$ cat src/rtl/vga_pkg.sv
// vga_pkg: 640x480@60 raster timing constants and the 12-bit colour type.
package vga_pkg;
  localparam int h_visible = 640;
  localparam int h_front = 16;
  localparam int h_sync = 96;
  localparam int h_back = 48;
  localparam int h_total = h_visible + h_front + h_sync + h_back;
  localparam int h_sync_start = h_visible + h_front;
  localparam int h_sync_end = h_sync_start + h_sync;
  localparam int v_visible = 480;
  localparam int v_front = 10;
  localparam int v_sync = 2;
  localparam int v_back = 33;
  localparam int v_total = v_visible + v_front + v_sync + v_back;
  localparam int v_sync_start = v_visible + v_front;
  localparam int v_sync_end = v_sync_start + v_sync;
  localparam int cnt_w = 10;
  typedef logic [cnt_w-1:0] cnt_t;
  typedef logic [11:0] rgb_t;
endpackage

$ cat src/rtl/vga_timing.sv
// vga_timing: pixel/line counters and stage-0 decode, including the character-buffer request.
module vga_timing
  import vga_pkg::*;
(
  input  logic       clk,
  input  logic       rst,
  input  logic       pix_en,
  output logic       de,
  output logic       hs,
  output logic       vs,
  output logic       first,
  output logic [6:0] hchar,
  output logic [4:0] vchar,
  output logic [2:0] hoffset,
  output logic [3:0] voffset
);
  cnt_t hcount, vcount;
  logic h_last, v_last;
  always_comb begin
    h_last = hcount == cnt_t'(h_total - 1);
    v_last = vcount == cnt_t'(v_total - 1);
  end
  always_ff @(posedge clk)
    if (rst) begin
      hcount <= '0;
      vcount <= '0;
    end else if (pix_en) begin
      hcount <= h_last ? '0 : hcount + cnt_t'(1);
      if (h_last) vcount <= v_last ? '0 : vcount + cnt_t'(1);
    end
  // Blanking parks the request on an out-of-range cell so the buffer stays idle.
  always_comb begin
    de = (hcount < cnt_t'(h_visible)) && (vcount < cnt_t'(v_visible));
    hs = (hcount >= cnt_t'(h_sync_start)) && (hcount < cnt_t'(h_sync_end));
    vs = (vcount >= cnt_t'(v_sync_start)) && (vcount < cnt_t'(v_sync_end));
    first = (hcount == '0) && (vcount == '0);
    hchar = de ? hcount[9:3] : '1;
    hoffset = de ? hcount[2:0] : '0;
    vchar = de ? vcount[8:4] : '1;
    voffset = de ? vcount[3:0] : '0;
  end
endmodule

$ cat src/rtl/vga_char_scan.sv
// vga_char_scan: character-cell VGA scanner; stage 0 requests a glyph pixel, stage 1 waits for it, pins register the result.
module vga_char_scan
  import vga_pkg::*;
#(
  parameter rgb_t p_fg = 12'hFFF,
  parameter rgb_t p_bg = 12'h000,
  parameter rgb_t p_border = 12'h008
) (
  input  logic       clk,
  input  logic       rst,
  input  logic       pix_en,
  output logic [6:0] read_hchar,
  output logic [4:0] read_vchar,
  output logic [2:0] read_hoffset,
  output logic [3:0] read_voffset,
  input  logic       read_lit,
  input  logic       out_of_bounds,
  output logic       vga_hs,
  output logic       vga_vs,
  output logic [3:0] vga_r,
  output logic [3:0] vga_g,
  output logic [3:0] vga_b,
  output logic       frame_start
);
  logic de0, hs0, vs0, first0;
  logic de1, hs1, vs1, first1;
  rgb_t colour;
  vga_timing u_timing (
    .clk    (clk),
    .rst    (rst),
    .pix_en (pix_en),
    .de     (de0),
    .hs     (hs0),
    .vs     (vs0),
    .first  (first0),
    .hchar  (read_hchar),
    .vchar  (read_vchar),
    .hoffset(read_hoffset),
    .voffset(read_voffset)
  );
  // Stage 1 samples every clk so the pins settle even while pix_en is low.
  always_ff @(posedge clk)
    if (rst) {de1, hs1, vs1, first1} <= '0;
    else {de1, hs1, vs1, first1} <= {de0, hs0, vs0, first0};
  always_comb colour = !de1 ? rgb_t'(0) : out_of_bounds ? p_border : read_lit ? p_fg : p_bg;
  always_ff @(posedge clk)
    if (rst) begin
      vga_hs <= 1'b1;
      vga_vs <= 1'b1;
      {vga_r, vga_g, vga_b} <= '0;
      frame_start <= 1'b0;
    end else begin
      vga_hs <= ~hs1;
      vga_vs <= ~vs1;
      {vga_r, vga_g, vga_b} <= colour;
      frame_start <= first1;
    end
endmodule

$ cat config.mk
export PLATFORM = sky130hd
export DESIGN_NAME = vga_char_scan
export DESIGN_NICKNAME = d
export VERILOG_FILES = /design/src/rtl/vga_pkg.sv /design/src/rtl/vga_timing.sv /design/src/rtl/vga_char_scan.sv
export SDC_FILE = /design/constraint.sdc
export NUM_CORES = 1
export LEC_CHECK = 0
export ABC_AREA = 1
export CELL_PAD_IN_SITES_DETAIL_PLACEMENT = 0
export CELL_PAD_IN_SITES_GLOBAL_PLACEMENT = 2
export CORE_ASPECT_RATIO = 1.5
export CORE_MARGIN = 3
export CORE_UTILIZATION = 33
export CTS_CLUSTER_SIZE = 12
export DETAILED_ROUTE_END_ITERATION = 10
export DONT_BUFFER_PORTS = 1
export PLACE_DENSITY = 0.84
export SLEW_MARGIN = 10
export SYNTH_ARGS = -nofsm -noshare
export SYNTH_HDL_FRONTEND = slang
export SYNTH_SLANG_ARGS = --single-unit
$ cat constraint.sdc
create_clock -name clk -period 1.75 [get_ports clk]
set_input_delay 0.35 -clock clk [delete_from_list [all_inputs] [get_ports clk]]
set_output_delay 0.35 -clock clk [all_outputs]
set_load 0.02 [all_outputs]
==> run summary, run 1 <==
Reg2reg end -> u_timing.vcount[7]$_SDFFE_PP0P_
Worst Tran Pin Value -> 374 ps
WL/cell -> 13.0 um
Die Area -> 5930 um^2
Leak -> 0.000940 uW
Area of the mapped netlist -> 1660 um^2
Vias in the first global route -> 1,538
Worst-case hold slack -> 119 ps
Initial DRC count -> 76
Number of synthesized flops with an enable pin -> 0
Hold Path Sink -> u_timing.vcount[6]$_SDFFE_PP0P_
Synthesized flop and latch total -> 29
Req. time, crit path -> 1400 ps
Crit share post-route -> 0.998
Primary FF master, synth -> dfxtp_1
Min-delay src -> rst
Starting Density -> 0.342
Initial antenna violation count -> 0
CTS tree -> done
CP startpoint kind -> flip-flop
Share of layout cells above drive strength 1 -> 0.287
Mapped Nets -> 262
Worst Path Class, Setup -> reg -> out
Drt first pass iters -> 4
R2R Setup Slk -> 270 ps
Fin. max-slew vios -> 0
Fillers -> 519
Port buffer count -> 0
Tot Pwr -> 1610 uW
Hold Path Cell Cnt -> 1
Register area share after synthesis -> 0.350
Synth area leaders -> dfxtp_1, nand2_1, nor2_1
Post-route cell area -> 2130 um^2
Area leader, netlist -> dfxtp_1
First-pass GRT wire length -> 7200 um
Layout Cells excl Fill -> 338
Crit path max fanout -> 7
CTS sink cnt -> 29
Clk_lat worst skew -> 290 ps
Most common cell after layout, fill and taps aside -> nand2_1
Inserted Clock Buffers -> 5
Drt total wl -> 4380 um
CORE AREA -> 4850 um^2
Largest net degree at the start of global routing -> 12
Setup TNS -> 0 ps
Power Dens Cells -> 753 nW/um^2
Gate Count Post-Synth -> 252
Clock skew -> 4.31 ps
R2R depth -> 9
Clock Tree Buf Depth -> 2
Syn Area/Cell -> 6.58 um^2
Period minus WS final -> 1750 ps
Vias -> 1,559
Max Cap Viol -> 0
Top Registers -> u_timing.hcount (10), u_timing.vcount (10)
H-tree Lvls -> 2
Post-Place Cells -> 318
# IOs -> 39
DR DRC count -> 0
Final #Nets -> 281
Peak VDD IR -> 458 uV
GRT Overall Usage -> 0.160
Slew headroom -> 0.748
Area delta synth->final -> 28.7%
Area after DPL -> 1760 um^2
Worst r2r src -> u_timing.vcount[0]$_SDFFE_PP0P_
# rows -> 31
Fmax -> 573 MHz
Status -> complete, no violations
Arr. time, crit path -> 1400 ps
Finish-stage setup viols -> 0
Yosys warning total -> 0
RSZ-0062 raised after global routing -> true
Die H -> 92.8 um
Die extent in x -> 63.9 um
Synth top area share -> 0.350
DR vias/cell -> 4.61
Commonest cells after routing, fill and taps aside -> nand2_1, nor2_1, inv_1
Distinct cells, synth -> 28
Antenna Cells -> 0
Async S/R FF share, synth -> 0
Clock root buffer -> clkbuf_8
CP endpoint kind -> output port
Worst Hold Class -> in -> reg
DPL Wire Length -> 3300 um
Final Hold Fails -> 0
Total gr overflow -> 0
RD Place Congestion -> 0.776
Routed Antenna Nets -> 0
Clock-pin slew on the worst setup and hold paths -> 70 ps
[how the worst max path moves through the flow]
stage | start | endpoint | depth (start not counted)
floorplan | u_timing.hcount[8]$_SDFFE_PP0P_ | read_hoffset[0] | 5
global placement | u_timing.vcount[6]$_SDFFE_PP0P_ | read_hoffset[0] | 9
detailed placement | u_timing.vcount[6]$_SDFFE_PP0P_ | read_hoffset[0] | 9
CTS | u_timing.vcount[6]$_SDFFE_PP0P_ | read_voffset[0] | 9
global route | u_timing.vcount[7]$_SDFFE_PP0P_ | read_hoffset[0] | 9
finish | u_timing.vcount[7]$_SDFFE_PP0P_ | read_hoffset[2] | 9
[Yosys cell counts, types with 2 or more instances]
| cell | n |
|---|---|
| nand2_2 | 2 |
| nand3_2 | 2 |
| nor3_4 | 2 |
| nor3_1 | 7 |
| nor2_2 | 3 |
| nand3_1 | 10 |
| o21ai_0 | 3 |
| nand2_1 | 68 |
| a211oi_1 | 2 |
| buf_4 | 10 |
| nand4_1 | 5 |
| inv_2 | 4 |
| xor2_1 | 3 |
| inv_1 | 30 |
| a21oi_1 | 8 |
| dfxtp_1 | 29 |
| ha_1 | 5 |
| nor2_1 | 49 |
[kinds of logic after synthesis]
family | synth area share
AOI/OAI and AO/OA | 0.0596
xor gates and xnor gates | 0.0158
and+or+nand+nor | 0.412
buffers and inverters | 0.125
DFF | 0.350
adders and majority gates | 0.0377
[repair_timing]
| action | 4_1_cts | 5_1_grt |
|---|---|---|
| buffers inserted | 11 | 1 |
| pin swaps | 5 | 6 |
| resized for setup | 15 | 36 |
| hold buffers | 0 | 0 |
| setup endpoints to repair | 17 | 18 |
[through the flow]
| stage | setup WS, ps | util |
|---|---|---|
| floorplan | 310 | - |
| global placement | 138 | 0.363 |
| finish | 4.30 | 0.440 |
| detailed placement | 161 | 0.363 |
| CTS | -17.4 | 0.414 |
| global route | -64.2 | 0.440 |
[routing by layer]
metal,share of wire,up-vias,GRT usage
met1,0.40,717,0.169
met3,0.039,7,0.0340
li1,-,815,-
met5,0,-,0
met2,0.55,20,0.300
met4,0.017,0,0.0595
[report_power, final]
group          leakage [uW]  total, uW  switching (uW)  internal, uW
Clock             0.0000681        845             280           565
Combinational      0.000634       82.4            53.9          28.5
Sequential         0.000239        681            9.25           672
[critical path, stage by stage (launching register included)]
cell and delay (ps):
dfxtp_2 320, nand2_2 60, inv_2 40, nand2_2 60
nor2_1 40, inv_1 110, nand2_4 90, buf_12 160
nor2_4 100, buf_6 120
[final cells by class]
| cell class | count | area, um^2 | area share |
|---|---|---|---|
| multi-input combinational | 178 | 975 | 0.457 |
| sequential | 29 | 589 | 0.276 |
| timing repair buffer | 23 | 224 | 0.105 |
| inverter | 34 | 130 | 0.0610 |
| tap | 66 | 82.6 | 0.0387 |
| clock buffer | 5 | 68.8 | 0.0322 |
| clock inverter | 3 | 65.1 | 0.0305 |
No activity file was read; power rests on OpenSTA's default activity.
==> run 2: changes to the inputs <==
--- a/config.mk
+++ b/config.mk
@@ -19,3 +19,4 @@
 export SYNTH_ARGS = -nofsm -noshare
 export SYNTH_HDL_FRONTEND = slang
 export SYNTH_SLANG_ARGS = --single-unit
+export TNS_END_PERCENT = 1
==> run 2 against run 1 <==
Count of clock-buffer cells in the layout unchanged. Worst hold slack barely moved. Clock power hardly changed. Largest cell class unchanged.
==> run summary, run 2 (same netlist as run 1, synthesis figures left out) <==
CP endpoint kind -> output port (unchanged)
Commonest cells after routing, fill and taps aside -> nand2_1, nor2_1, inv_1 (unchanged)
CORE AREA -> 4850 um^2 (unchanged)
Critical-path top delay cell -> dfxtp_2 (unchanged)
Die Area -> 5930 um^2 (unchanged)
Worst-case hold slack -> 119 ps (about the same)
Layout Cells excl Fill -> 338 (unchanged)
# IOs -> 39 (unchanged)
Area delta synth->final -> 27.5% (was 28.7%)
Initial antenna violation count -> 0 (unchanged)
Final #Nets -> 281 (unchanged)
Worst Path Class, Setup -> reg -> out (unchanged)
Most common cell after layout, fill and taps aside -> nand2_1 (unchanged)
Crit share post-route -> 0.994 (was 0.998)
Setup TNS -> 0 ps (unchanged)
Crit path max fanout -> 7 (unchanged)
Leak -> 0.000943 uW (was 0.000940 uW)
First-pass GRT wire length -> 7200 um (unchanged)
Final Hold Fails -> 0 (unchanged)
CTS tree -> done (unchanged)
Fmax -> 575 MHz (was 573 MHz)
Buf/Inv on CP -> 4 (unchanged)
Share of layout cells above drive strength 1 -> 0.257 (was 0.287)
Cell mode on critical path -> nand2_2 (unchanged)
Req. time, crit path -> 1400 ps (about the same)
Clock Tree Buf Depth -> 2 (unchanged)
DR vias/cell -> 4.63 (was 4.61)
CTS sink cnt -> 29 (unchanged)
Slew headroom -> 0.748 (about the same)
Final setup margin -> 10.9 ps (was 4.30 ps)
Port buffer count -> 0 (unchanged)
GRT Overall Usage -> 0.160 (unchanged)
R2R depth -> 9 (unchanged)
RD Place Congestion -> 0.776 (unchanged)
Fin. max-slew vios -> 0 (unchanged)
Worst Hold Class -> in -> reg (unchanged)
Die extent in x -> 63.9 um (unchanged)
Vias -> 1,565 (was 1,559)
Die H -> 92.8 um (unchanged)
Top Registers -> u_timing.hcount (10), u_timing.vcount (10) (unchanged)
Area occupied by multi-input gates -> 955 um^2 (was 975 um^2)
Max Cap Viol -> 0 (unchanged)
Worst Tran Pin Value -> 375 ps (was 374 ps)
Cells along the critical path -> nand2_2 > inv_2 > nand2_2 > nor2_1 > inv_1 > nand2_4 > buf_12 > nor2_4 > buf_6 (unchanged)
Fillers -> 523 (was 519)
Inserted Clock Buffers -> 5 (unchanged)
Power Dens Cells -> 761 nW/um^2 (was 753 nW/um^2)
Period minus WS final -> 1740 ps (was 1750 ps)
CP startpoint kind -> flip-flop (unchanged)
WL/cell -> 13.0 um (about the same)
Drt total wl -> 4390 um (was 4380 um)
Core Util, Final -> 0.436 (was 0.440)
Largest net degree at the start of global routing -> 12 (unchanged)
DPL Wire Length -> 3300 um (unchanged)
Antenna Cells -> 0 (unchanged)
Arr. time, crit path -> 1390 ps (was 1400 ps)
DR DRC count -> 0 (unchanged)
Vias in the first global route -> 1,538 (unchanged)
Starting Density -> 0.342 (unchanged)
Levels on crit path -> 9 (unchanged)
H-tree Lvls -> 2 (unchanged)
Initial DRC count -> 68 (was 76)
Finish-stage setup viols -> 0 (unchanged)
Clock-pin slew on the worst setup and hold paths -> 70 ps (about the same)
Post-Place Cells -> 318 (unchanged)
Total gr overflow -> 0 (unchanged)
Seq. cell area -> 589 um^2 (unchanged)
Crit-path max cell delay -> 330 ps (was 320 ps)
Hold Path Cell Cnt -> 1 (unchanged)
RSZ-0062 raised after global routing -> true (unchanged)
Status -> complete, no violations (unchanged)
Clock skew -> 3.94 ps (was 4.31 ps)
Drt first pass iters -> 4 (unchanged)
Peak VDD IR -> 460 uV (was 458 uV)
Clk_lat worst skew -> 290 ps (about the same)
Routed Antenna Nets -> 0 (unchanged)
Clock root buffer -> clkbuf_8 (unchanged)
# rows -> 31 (unchanged)
Pre-CTS setup slack -> 161 ps (unchanged)
Delay-heaviest family, CP -> buffers and inverters (unchanged)
# hold bufs at CTS -> 0 (unchanged)
## run 2: cell counts in the layout (fill, tap and decap cells not counted)
Identical to the previous run, type by type.
## run 2: area by class of cell
class                           instances  share of cell area
Multi-Input combinational cell        178               0.451
Sequential cell                        29               0.279
Timing Repair Buffer                   23               0.106
Inverter                               34              0.0615
Tap cell                               66              0.0391
Clock buffer                            5              0.0325
Clock inverter                          3              0.0308
## run 2: routing by layer
layer	vias to the layer above	global-route usage	share of wire
met5	-	0	0
met3	7	0.0340	0.034
met4	0	0.0595	0.017
li1	816	-	-
met1	720	0.169	0.40
met2	22	0.300	0.55
## run 2: path summary, 6_finish.rpt
kind | startpoint | endpoint | slack, ps
max | u_timing.vcount[7]$_SDFFE_PP0P_ | read_hoffset[0] | 10
min reg2reg | vs1$_SDFF_PP0_ | vga_vs$_SDFF_PP1_ | 380
min | rst | u_timing.vcount[6]$_SDFFE_PP0P_ | 120
max reg2reg | u_timing.vcount[0]$_SDFFE_PP0P_ | u_timing.vcount[7]$_SDFFE_PP0P_ | 270
## run 2: what timing repair did
item                       4_1_cts  5_1_grt
setup endpoints to repair       17       18
resized for setup               15       28
pin swaps                        5        5
setup buffers                   11        1
## run 2: metrics by stage
stage / instance area (um^2) / power, uW
final: 2110 / 1610
after floorplan: 1660 / 761
after CTS: 2010 / 1620
after global placement: 1760 / 772
after detailed placement: 1760 / 772
after global routing: 2110 / 1660
## run 2: where the power goes
| part | switching (uW) | total [uW] | internal (uW) |
|---|---|---|---|
| Combinational | 53.9 | 82.6 | 28.7 |
| Sequential | 9.27 | 681 | 672 |
| Clock | 279 | 845 | 565 |
